[src/rtl/fifo8x9_ctrl_if.sv]
// ---------------------------------------------------------------------------
// fifo8x9_ctrl_if
// Handshake and strobe bundle between the datapath, the fifo8x9_ctrl
// sequencer and the 8x9 FIFO storage block.
//   master : datapath side (drives push_req/pop_req/flush, observes status)
//   slave  : sequencer side (consumes requests, drives strobes and status)
// Signals:
//   push_req, pop_req, flush          requests from the datapath
//   push_ready, pop_ready             acceptance for this cycle
//   wren, WrInc, rden, RdInc          FIFO enable/increment strobes
//   WrPtrClr, RdPtrClr                FIFO pointer clears
//   pop_valid                         FIFO DataOut holds popped data
//   full, empty, count                occupancy status
//   wr_idx, rd_idx                    mirrors of the FIFO pointers
//   overflow, underflow               sticky rejection flags
// ---------------------------------------------------------------------------
interface fifo8x9_ctrl_if #(
    parameter int DEPTH = 8,
    parameter int IDX_W = 3,
    parameter int CNT_W = 4
);
    logic             push_req;
    logic             pop_req;
    logic             flush;
    logic             push_ready;
    logic             pop_ready;
    logic             wren;
    logic             WrInc;
    logic             rden;
    logic             RdInc;
    logic             WrPtrClr;
    logic             RdPtrClr;
    logic             pop_valid;
    logic             full;
    logic             empty;
    logic [CNT_W-1:0] count;
    logic [IDX_W-1:0] wr_idx;
    logic [IDX_W-1:0] rd_idx;
    logic             overflow;
    logic             underflow;

    modport master (
        output push_req, pop_req, flush,
        input  push_ready, pop_ready, wren, WrInc, rden, RdInc,
               WrPtrClr, RdPtrClr, pop_valid, full, empty, count,
               wr_idx, rd_idx, overflow, underflow
    );

    modport slave (
        input  push_req, pop_req, flush,
        output push_ready, pop_ready, wren, WrInc, rden, RdInc,
               WrPtrClr, RdPtrClr, pop_valid, full, empty, count,
               wr_idx, rd_idx, overflow, underflow
    );
endinterface

[src/rtl/fifo8x9_ctrl.sv]
// ---------------------------------------------------------------------------
// fifo8x9_ctrl
// Sequencer for the 8-entry x 9-bit FIFO storage block. Turns producer push
// and consumer pop requests into wren/WrInc and rden/RdInc strobes, keeps
// the occupancy count and mirrors of both FIFO pointers, and reports
// full/empty/pop_valid plus sticky overflow/underflow flags. The 9-bit data
// path goes straight to the FIFO and does not pass through here.
// Ports:
//   clk  rising-edge clock shared with the FIFO storage
//   rst  synchronous active-high reset
//   bus  fifo8x9_ctrl_if slave modport (requests in, strobes/status out)
// ---------------------------------------------------------------------------
module fifo8x9_ctrl #(
    parameter int DEPTH = 8,
    parameter int IDX_W = 3,
    parameter int CNT_W = 4
) (
    input  logic           clk,
    input  logic           rst,
    fifo8x9_ctrl_if.slave  bus
);

    localparam logic [1:0] ST_CLR = 2'b00;
    localparam logic [1:0] ST_RUN = 2'b01;

    logic [1:0]       state;
    logic [1:0]       state_nxt;

    logic             in_run;
    logic             push_ready;
    logic             pop_ready;
    logic             acc_push;
    logic             acc_pop;
    logic             ptr_clr;

    logic [CNT_W-1:0] count;
    logic [IDX_W-1:0] wr_idx;
    logic [IDX_W-1:0] rd_idx;
    logic             pop_vld_p1;
    logic             overflow;
    logic             underflow;
    logic             full;
    logic             empty;

    // Pointer advance modulo DEPTH, so DEPTH need not be a power of two.
    function automatic logic [IDX_W-1:0] idx_inc(input logic [IDX_W-1:0] idx);
        return (idx == IDX_W'(DEPTH - 1)) ? '0 : idx + 1'b1;
    endfunction

    assign full  = (count == CNT_W'(DEPTH));
    assign empty = (count == '0);

    // State register
    always_ff @(posedge clk) begin
        if (rst) begin
            state <= ST_CLR;
        end else begin
            state <= state_nxt;
        end
    end

    // Next state: CLR always lasts one cycle; illegal encodings recover to CLR.
    always_comb begin
        state_nxt = ST_CLR;
        case (state)
            ST_CLR:  state_nxt = ST_RUN;
            ST_RUN:  state_nxt = bus.flush ? ST_CLR : ST_RUN;
            default: state_nxt = ST_CLR;
        endcase
    end

    // Outputs: strobes are combinational on the request so the FIFO sees
    // the enable in the same cycle the request is accepted.
    always_comb begin
        in_run     = (state == ST_RUN) && !rst;
        push_ready = in_run && !full  && !bus.flush;
        pop_ready  = in_run && !empty && !bus.flush;
        acc_push   = bus.push_req && push_ready;
        acc_pop    = bus.pop_req  && pop_ready;
        ptr_clr    = rst || (state != ST_RUN);
    end

    // Occupancy, pointer mirrors, read-data valid and sticky flags
    always_ff @(posedge clk) begin
        if (rst) begin
            count      <= '0;
            wr_idx     <= '0;
            rd_idx     <= '0;
            pop_vld_p1 <= 1'b0;
            overflow   <= 1'b0;
            underflow  <= 1'b0;
        end else begin
            // FIFO DataOut is registered: valid one cycle after the pop,
            // independent of any flush that follows.
            pop_vld_p1 <= acc_pop;

            // Rejections while flushing count too; CLR/reset cycles do not.
            if (in_run && bus.push_req && !push_ready) begin
                overflow <= 1'b1;
            end
            if (in_run && bus.pop_req && !pop_ready) begin
                underflow <= 1'b1;
            end

            // Anything other than a non-flushing RUN cycle leaves the FIFO
            // pointers cleared, so the mirrors follow.
            if (state != ST_RUN || bus.flush) begin
                count  <= '0;
                wr_idx <= '0;
                rd_idx <= '0;
            end else begin
                if (acc_push) begin
                    wr_idx <= idx_inc(wr_idx);
                end
                if (acc_pop) begin
                    rd_idx <= idx_inc(rd_idx);
                end
                case ({acc_push, acc_pop})
                    2'b10:   count <= count + 1'b1;
                    2'b01:   count <= count - 1'b1;
                    default: count <= count;
                endcase
            end
        end
    end

    assign bus.push_ready = push_ready;
    assign bus.pop_ready  = pop_ready;
    assign bus.wren       = acc_push;
    assign bus.WrInc      = acc_push;
    assign bus.rden       = acc_pop;
    assign bus.RdInc      = acc_pop;
    assign bus.WrPtrClr   = ptr_clr;
    assign bus.RdPtrClr   = ptr_clr;
    assign bus.pop_valid  = pop_vld_p1;
    assign bus.full       = full;
    assign bus.empty      = empty;
    assign bus.count      = count;
    assign bus.wr_idx     = wr_idx;
    assign bus.rd_idx     = rd_idx;
    assign bus.overflow   = overflow;
    assign bus.underflow  = underflow;

endmodule

[src/flat_wrapper.sv]
// flat-port wrapper written by rule: the top's interface ports become plain ports
module fifo8x9_ctrl_flat 
#(
    parameter int DEPTH = 8,
    parameter int IDX_W = 3,
    parameter int CNT_W = 4
)
  (clk, rst, bus_push_req, bus_pop_req, bus_flush, bus_push_ready, bus_pop_ready, bus_wren, bus_WrInc, bus_rden, bus_RdInc, bus_WrPtrClr, bus_RdPtrClr, bus_pop_valid, bus_full, bus_empty, bus_count, bus_wr_idx, bus_rd_idx, bus_overflow, bus_underflow);
  fifo8x9_ctrl_if #(.DEPTH(DEPTH), .IDX_W(IDX_W), .CNT_W(CNT_W)) bus_i ();
  input  logic clk;
  input  logic rst;
  input wire logic [$bits(bus_i.push_req)-1:0] bus_push_req;
  input wire logic [$bits(bus_i.pop_req)-1:0] bus_pop_req;
  input wire logic [$bits(bus_i.flush)-1:0] bus_flush;
  output wire logic [$bits(bus_i.push_ready)-1:0] bus_push_ready;
  output wire logic [$bits(bus_i.pop_ready)-1:0] bus_pop_ready;
  output wire logic [$bits(bus_i.wren)-1:0] bus_wren;
  output wire logic [$bits(bus_i.WrInc)-1:0] bus_WrInc;
  output wire logic [$bits(bus_i.rden)-1:0] bus_rden;
  output wire logic [$bits(bus_i.RdInc)-1:0] bus_RdInc;
  output wire logic [$bits(bus_i.WrPtrClr)-1:0] bus_WrPtrClr;
  output wire logic [$bits(bus_i.RdPtrClr)-1:0] bus_RdPtrClr;
  output wire logic [$bits(bus_i.pop_valid)-1:0] bus_pop_valid;
  output wire logic [$bits(bus_i.full)-1:0] bus_full;
  output wire logic [$bits(bus_i.empty)-1:0] bus_empty;
  output wire logic [$bits(bus_i.count)-1:0] bus_count;
  output wire logic [$bits(bus_i.wr_idx)-1:0] bus_wr_idx;
  output wire logic [$bits(bus_i.rd_idx)-1:0] bus_rd_idx;
  output wire logic [$bits(bus_i.overflow)-1:0] bus_overflow;
  output wire logic [$bits(bus_i.underflow)-1:0] bus_underflow;
  assign bus_i.push_req = bus_push_req;
  assign bus_i.pop_req = bus_pop_req;
  assign bus_i.flush = bus_flush;
  assign bus_push_ready = bus_i.push_ready;
  assign bus_pop_ready = bus_i.pop_ready;
  assign bus_wren = bus_i.wren;
  assign bus_WrInc = bus_i.WrInc;
  assign bus_rden = bus_i.rden;
  assign bus_RdInc = bus_i.RdInc;
  assign bus_WrPtrClr = bus_i.WrPtrClr;
  assign bus_RdPtrClr = bus_i.RdPtrClr;
  assign bus_pop_valid = bus_i.pop_valid;
  assign bus_full = bus_i.full;
  assign bus_empty = bus_i.empty;
  assign bus_count = bus_i.count;
  assign bus_wr_idx = bus_i.wr_idx;
  assign bus_rd_idx = bus_i.rd_idx;
  assign bus_overflow = bus_i.overflow;
  assign bus_underflow = bus_i.underflow;
  fifo8x9_ctrl #(.DEPTH(DEPTH), .IDX_W(IDX_W), .CNT_W(CNT_W)) u_core (.clk(clk), .rst(rst), .bus(bus_i));
endmodule
[config.mk]
export PLATFORM = sky130hd
export DESIGN_NAME = fifo8x9_ctrl_flat
export DESIGN_NICKNAME = d
export VERILOG_FILES = /design/src/rtl/fifo8x9_ctrl_if.sv /design/src/rtl/fifo8x9_ctrl.sv /design/src/flat_wrapper.sv
export SDC_FILE = /design/constraint.sdc
export NUM_CORES = 1
export LEC_CHECK = 0
export BUFFER_PORTS_ARGS = -buffer_cell sky130_fd_sc_hd__buf_2
export CAP_MARGIN = 40
export CORE_UTILIZATION = 47
export DETAILED_ROUTE_END_ITERATION = 6
export HOLD_SLACK_MARGIN = 0.06
export PLACE_DENSITY = 0.74
export SLEW_MARGIN = 20
export SYNTH_ARGS = -nofsm -noshare
export SYNTH_HDL_FRONTEND = slang
export SYNTH_SLANG_ARGS = --single-unit
[constraint.sdc]
create_clock -name clk -period 2.61 [get_ports clk]
set_input_delay 0.522 -clock clk [delete_from_list [all_inputs] [get_ports clk]]
set_output_delay 0.522 -clock clk [all_outputs]
set_load 0.05 [all_outputs]
* After elaboration in Yosys (flattened, before gate mapping)
Index checks and enable logic that the tools add are counted.
** Operators by class
- Add/sub/neg operators :: 4
- Multiplexer cells :: 5
- Reductions and logical operators :: 23
- Eq/ne operators :: 7
** Operators by type and width (number)
- logical AND 1 bit :: 11
- one-hot mux 4 bit (2 select lines) :: 1
- adder 3 x 1 -> 3 bit, second input constant :: 2
- equality test 3 bit, second input constant :: 2
- zero test 1 bit :: 6
- two-way mux 3 bit :: 2
- adder 4 x 1 -> 4 bit, second input constant :: 1
- equality test 2 x 1 -> 1 bit, second input constant :: 2
- equality test 4 bit, second input constant :: 1
- zero test 4 bit :: 1
- one-hot mux 2 bit (2 select lines) :: 1
- subtractor 4 x 1 -> 4 bit, second input constant :: 1
- equality test 2 bit, second input constant :: 1
- zero test 2 bit :: 1
- logical OR 1 bit :: 2
- inequality test 2 x 1 -> 1 bit, second input constant :: 1
- nonzero test 2 bit :: 1
- OR reduction 2 bit :: 1
- two-way mux 1 bit :: 1
** Word-level totals
- Input port bits :: 5
- Flip-flop bits (word level) :: 15
- Output and inout bits :: 23
- Logic and storage cells :: 46

* Depth between registers and ports, before layout
- Word-level depth :: 7
- Mapped depth :: 10
- Mapped depth without buffers :: 10

* Worst setup path before layout
No wires, ideal clock.
- Kind :: reg2reg
- Start :: reg u_core.count[0] (netlist: u_core.bus.count[0])
- End :: reg u_core.count[3] (netlist: u_core.bus.count[3])
- Cell stages (with the launch flop) :: 10
- Required time :: 2483 ps
- Buffers on the path :: 0
- Period minus slack after synthesis :: 4056 ps
- Library setup time :: 127 ps
- Arrival :: 3929 ps
- Path slack :: -1446 ps
- Path through :: dfxtp_1 -> nor4_2 -> nor2_1 -> and2_1 -> ha_1 -> ha_1 -> nand3_1 -> and4b_1 -> o21ai_0 -> o31ai_1
** Between the ends
- Word-level cells in the longest chain between the ends :: 7
- Elaborated cells on any way between the ends :: 16
- Classes of those cells :: add/sub: 2; eq/ne: 3; mux: 1; reduce/logical: 10
** Ends and longest elaborated chain
- from (decl) :: RTL line fifo8x9_ctrl.sv:36 : logic [CNT_W-1:0] count;
- from (signal assigned) :: RTL line fifo8x9_ctrl.sv:119 : 2'b10: count <= count + 1'b1;
- from (signal assigned) :: RTL line fifo8x9_ctrl.sv:120 : 2'b01: count <= count - 1'b1;
- from (signal assigned) :: RTL line fifo8x9_ctrl.sv:121 : default: count <= count;
- zero test 4 bit * :: RTL line fifo8x9_ctrl.sv:51 : assign empty = (count == '0);
- via bus_empty :: RTL line flat_wrapper.sv:25 : output wire logic [$bits(bus_i.empty)-1:0] bus_empty;
- zero test 1 bit * :: RTL line fifo8x9_ctrl.sv:77 : pop_ready = in_run && !empty && !bus.flush;
- logical AND 1 bit * (2 in a row) :: RTL line fifo8x9_ctrl.sv:77
- via bus_pop_ready :: RTL line flat_wrapper.sv:16 : output wire logic [$bits(bus_i.pop_ready)-1:0] bus_pop_ready;
- logical AND 1 bit * :: RTL line fifo8x9_ctrl.sv:79 : acc_pop = bus.pop_req && pop_ready;
- via bus_RdInc :: RTL line flat_wrapper.sv:20 : output wire logic [$bits(bus_i.RdInc)-1:0] bus_RdInc;
- equality test 2 x 1 -> 1 bit / equality test 2 bit (equally long branches) :: RTL line fifo8x9_ctrl.sv:118 : case ({acc_push, acc_pop})
- one-hot mux 4 bit (2 select lines) / nonzero test 2 bit (equally long branches)
Mark *: on every way through the listed nets, which the timed path passes. The rest lies on a longest branch.
A chain may end at the register's enable or synchronous reset.

* Worst setup path after layout
- Start :: reg u_core.state[0]
- End :: out bus_WrInc
** Between the ends
- Word-level cells in the longest chain between the ends :: 5
** Ends and longest elaborated chain
- from (decl) :: RTL line fifo8x9_ctrl.sv:26 : logic [1:0] state;
- from (signal assigned) :: RTL line fifo8x9_ctrl.sv:58 : state <= state_nxt;
- equality test 2 x 1 -> 1 bit :: RTL line fifo8x9_ctrl.sv:75 : in_run = (state == ST_RUN) && !rst;
- logical AND 1 bit :: RTL line fifo8x9_ctrl.sv:75
- logical AND 1 bit (2 in a row) :: RTL line fifo8x9_ctrl.sv:76 : push_ready = in_run && !full && !bus.flush;
- logical AND 1 bit :: RTL line fifo8x9_ctrl.sv:78 : acc_push = bus.push_req && push_ready;
- to (decl) :: RTL line flat_wrapper.sv:18 : output wire logic [$bits(bus_i.WrInc)-1:0] bus_WrInc;
Every way passes these cells.

==> reports/qor.yml <==
clock_tree:
  numCtsBuffers: 3
  cts_hold_buf: 0
  h-tree-depth: 1
  insertion_delay_ns: 0.28
  cts_tree: "built"
  cts.clk_slew.worst_paths_ns: 0.09
  clockRootBuffer: "clkbuf_4"
  cts_resized: 0
  clk_path_buf_depth: 2
  postCtsSetupBuffers: 0
  clkSinkCount: 14
power:
  combPwrFrac: 0.121
  swShare: 0.2641
  clockPowerShare: 0.323
  internal_power_mw: 0.2868
  p_seq_frac: 0.555
  leakage_nw: 0.4726
  powerDensity_mw_per_mm2: 393.8
  ir_drop_mv: 0.2924
  p_switching_mw: 0.1029
critical_path:
  crit_path_max_fanout: 6
  r2r_slack_ns: 0.40
  rr_worst_depth: 8
  reg2reg_to: "u_core.bus.count[3]"
  cp_slowest_cell: "or3b_4"
  end_kind: "output port"
  r2r-start: "u_core.state[0]"
  crit_start: "u_core.state[0]"
  crit_required_ns: 2.09
  cp-start-kind: "flop"
  cp.arrival_ns: 1.71
  crit_end: "bus_WrInc"
  slowest_delay_ns: 0.44
  path_cells: "or3b_4, or2_4, inv_1, buf_2"
  crit_type: "flop to output port"
floorplan:
  fp.coreArea_mm2: 0.001489
  die_w_um: 41.90
  die_height_um: 41.90
  row_count: 14
  dieArea_mm2: 0.001756
  io_pins: 28
  start_util: 0.5025
yosys:
  ys_warn_count: 0
  async_reset_ff_frac: 0
  synth-edff-count: 0
  synth_cells: 82
  synth_cell_types: 27
  ys.flop_type: "dfxtp_1"
  synth_area_um2: 748.2
  syn-num-nets: 95
  yosysSeqAreaShare: 0.3746
  synth.avg_cell_area_um2: 9.125
  synth-seq-cells: 14
finish:
  fillers: 134
  ff_latch_area_um2: 292.8
  multi_input_area_um2: 481.7
  diodes: 0
  mostFrequentLayoutCells: "27 x buf_2, 10 x nor2_1, 10 x dfxtp_1, 9 x a21oi_1, 7 x inv_1"
  synthToLayoutAreaGrowth_pct: 32.27
  final_common_cell: "buf_2"
  drive_gt1_frac: 0.4404
  final_area_um2: 989.7
  finalNetCount: 123
  final_util: 0.6647
placed_design:
  hpwl_um: 1199
  pre_cts_slack_ns: 0.1561
  place_area_um2: 963.4
  portBuffers: 27
  gp_congestion: 0.7298
run:
  max_cap_viol_count: 0
timing:
  hold_viol: 0
  fmax_ghz: 0.4476
  skew_ns: 0.008168
  tightestPinTransition_ns: 0.3494
  setup_ws_ns: 0.3761
  setup_violations: 0
  slew_violations: 0
  fin_crit_sh: 0.8559
  rsz0062_at_grt: "false"
  period_needed_ns: 2.234
  slew-limit-headroom: 0.7653
routing:
  wl_met3_um: 60
  num_vias: 650
  wire_per_inst_um: 11.58
  first_iter_violations: 4
  vias_per_cell: 5.200
  ant_nets: 0
  maxUsedRoutingLayer: "met4"
  drtPass1Iterations: 4
  drcViolationCount: 0
  routed_wl_um: 1447
  wl_met1_um: 663
  wl_met2_um: 692
global_route:
  first_global_vias: 609
  grt_pass1_wl_um: 2490
  antenna_found_initial: 0
  grt_max_degree: 10
  grt_use_total: 0.1873
  grt.overflow.total: 0
hold_path:
  hold_class: "flop to flop"
  whs_path_depth: 2
outcome:
  status: "finished, final reports clean"
-- sequential cells by signal (all words and copies together), names as in the netlist --
register,flops
u_core.bus.underflow,1
u_core.bus.pop_valid,1
u_core.bus.rd_idx,3
u_core.state,1
u_core.bus.wr_idx,3
u_core.bus.count,4
u_core.bus.overflow,1
-- synthesized netlist by cell type (all sizes together), types with 2 or more instances --
cell    number  area share
dfxtp       14        0.37
nor2        11       0.055
a21oi        9       0.060
ha           7        0.12
inv          7       0.035
buf          4       0.035
nand2        4       0.020
mux2i        3       0.040
nand2b       3       0.038
and2         2       0.017
o211ai       2       0.020
or3          2       0.017
or3b         2       0.023
xor2         2       0.023
-- power by group through the flow --
stage	Combinational, mW	Clock (mW)	Sequential [mW]
3_5_place_dp	0.0478	0	0.222
2_1_floorplan	0.0269	0	0.230
4_1_cts	0.0479	0.130	0.217
5_1_grt	0.0506	0.140	0.217
3_3_place_gp	0.0473	0	0.221
6_report	0.0473	0.126	0.216
-- worst max-delay path: cells and delay by family (launching register included) --
family                 cells  cell delay, ns
and+or+nand+nor            2            0.72
DFF                        1            0.40
buffers and inverters      2            0.31
-- cell type report --
| type | count | area share |
|---|---|---|
| Multi-Input combinational cell | 56 | 0.4867 |
| Inverter | 7 | 0.02655 |
| Clock buffer | 4 | 0.02655 |
| Timing Repair Buffer | 28 | 0.1441 |
| Tap cell | 16 | 0.02023 |
| Sequential cell | 14 | 0.2958 |
-- routing by layer --
| metal | global-route usage | vias up |
|---|---|---|
| met4 | 0.1161 | 0 |
| met5 | 0 | - |
| met3 | 0.02609 | 4 |
| li1 | - | 332 |
| met2 | 0.3219 | 20 |
| met1 | 0.2164 | 294 |
-- worst min-delay path by stage --
stage,start,endpoint,slack (ns)
floorplan,u_core.state[0],u_core.state[0],0.45
global placement,u_core.bus.underflow,u_core.bus.underflow,0.43
detailed placement,u_core.bus.overflow,u_core.bus.overflow,0.44
CTS,rst,u_core.state[0],0.45
global route,rst,u_core.state[0],0.46
finish,u_core.bus.overflow,u_core.bus.overflow,0.44
-- per-stage QoR --
stage | total power [mW] | hold slack [ns] | instances | setup TNS (ns)
after floorplan | 0.2567 | 0.4550 | 82 | -0.1524
final | 0.3898 | 0.4420 | 125 | 0
after CTS | 0.3947 | 0.4464 | 125 | 0
after detailed placement | 0.2695 | 0.4390 | 121 | 0
after global routing | 0.4075 | 0.4557 | 125 | 0
after global placement | 0.2687 | 0.4339 | 121 | 0
-- cell families (layout without fill, tap and decap cells) --
kind of cell	count (synthesis)	count (layout)	synth area share
multiplexers	3	3	0.04014
XOR/XNOR	2	2	0.02342
AO/OA/AOI/OAI	14	14	0.1070
buffers and inverters	12	39	0.07525
adder cells (fa/ha/maj)	8	8	0.1438
flip-flops	14	14	0.3746
AND/OR/NAND/NOR	29	29	0.2358
No activity file was read; power rests on OpenSTA's default activity.
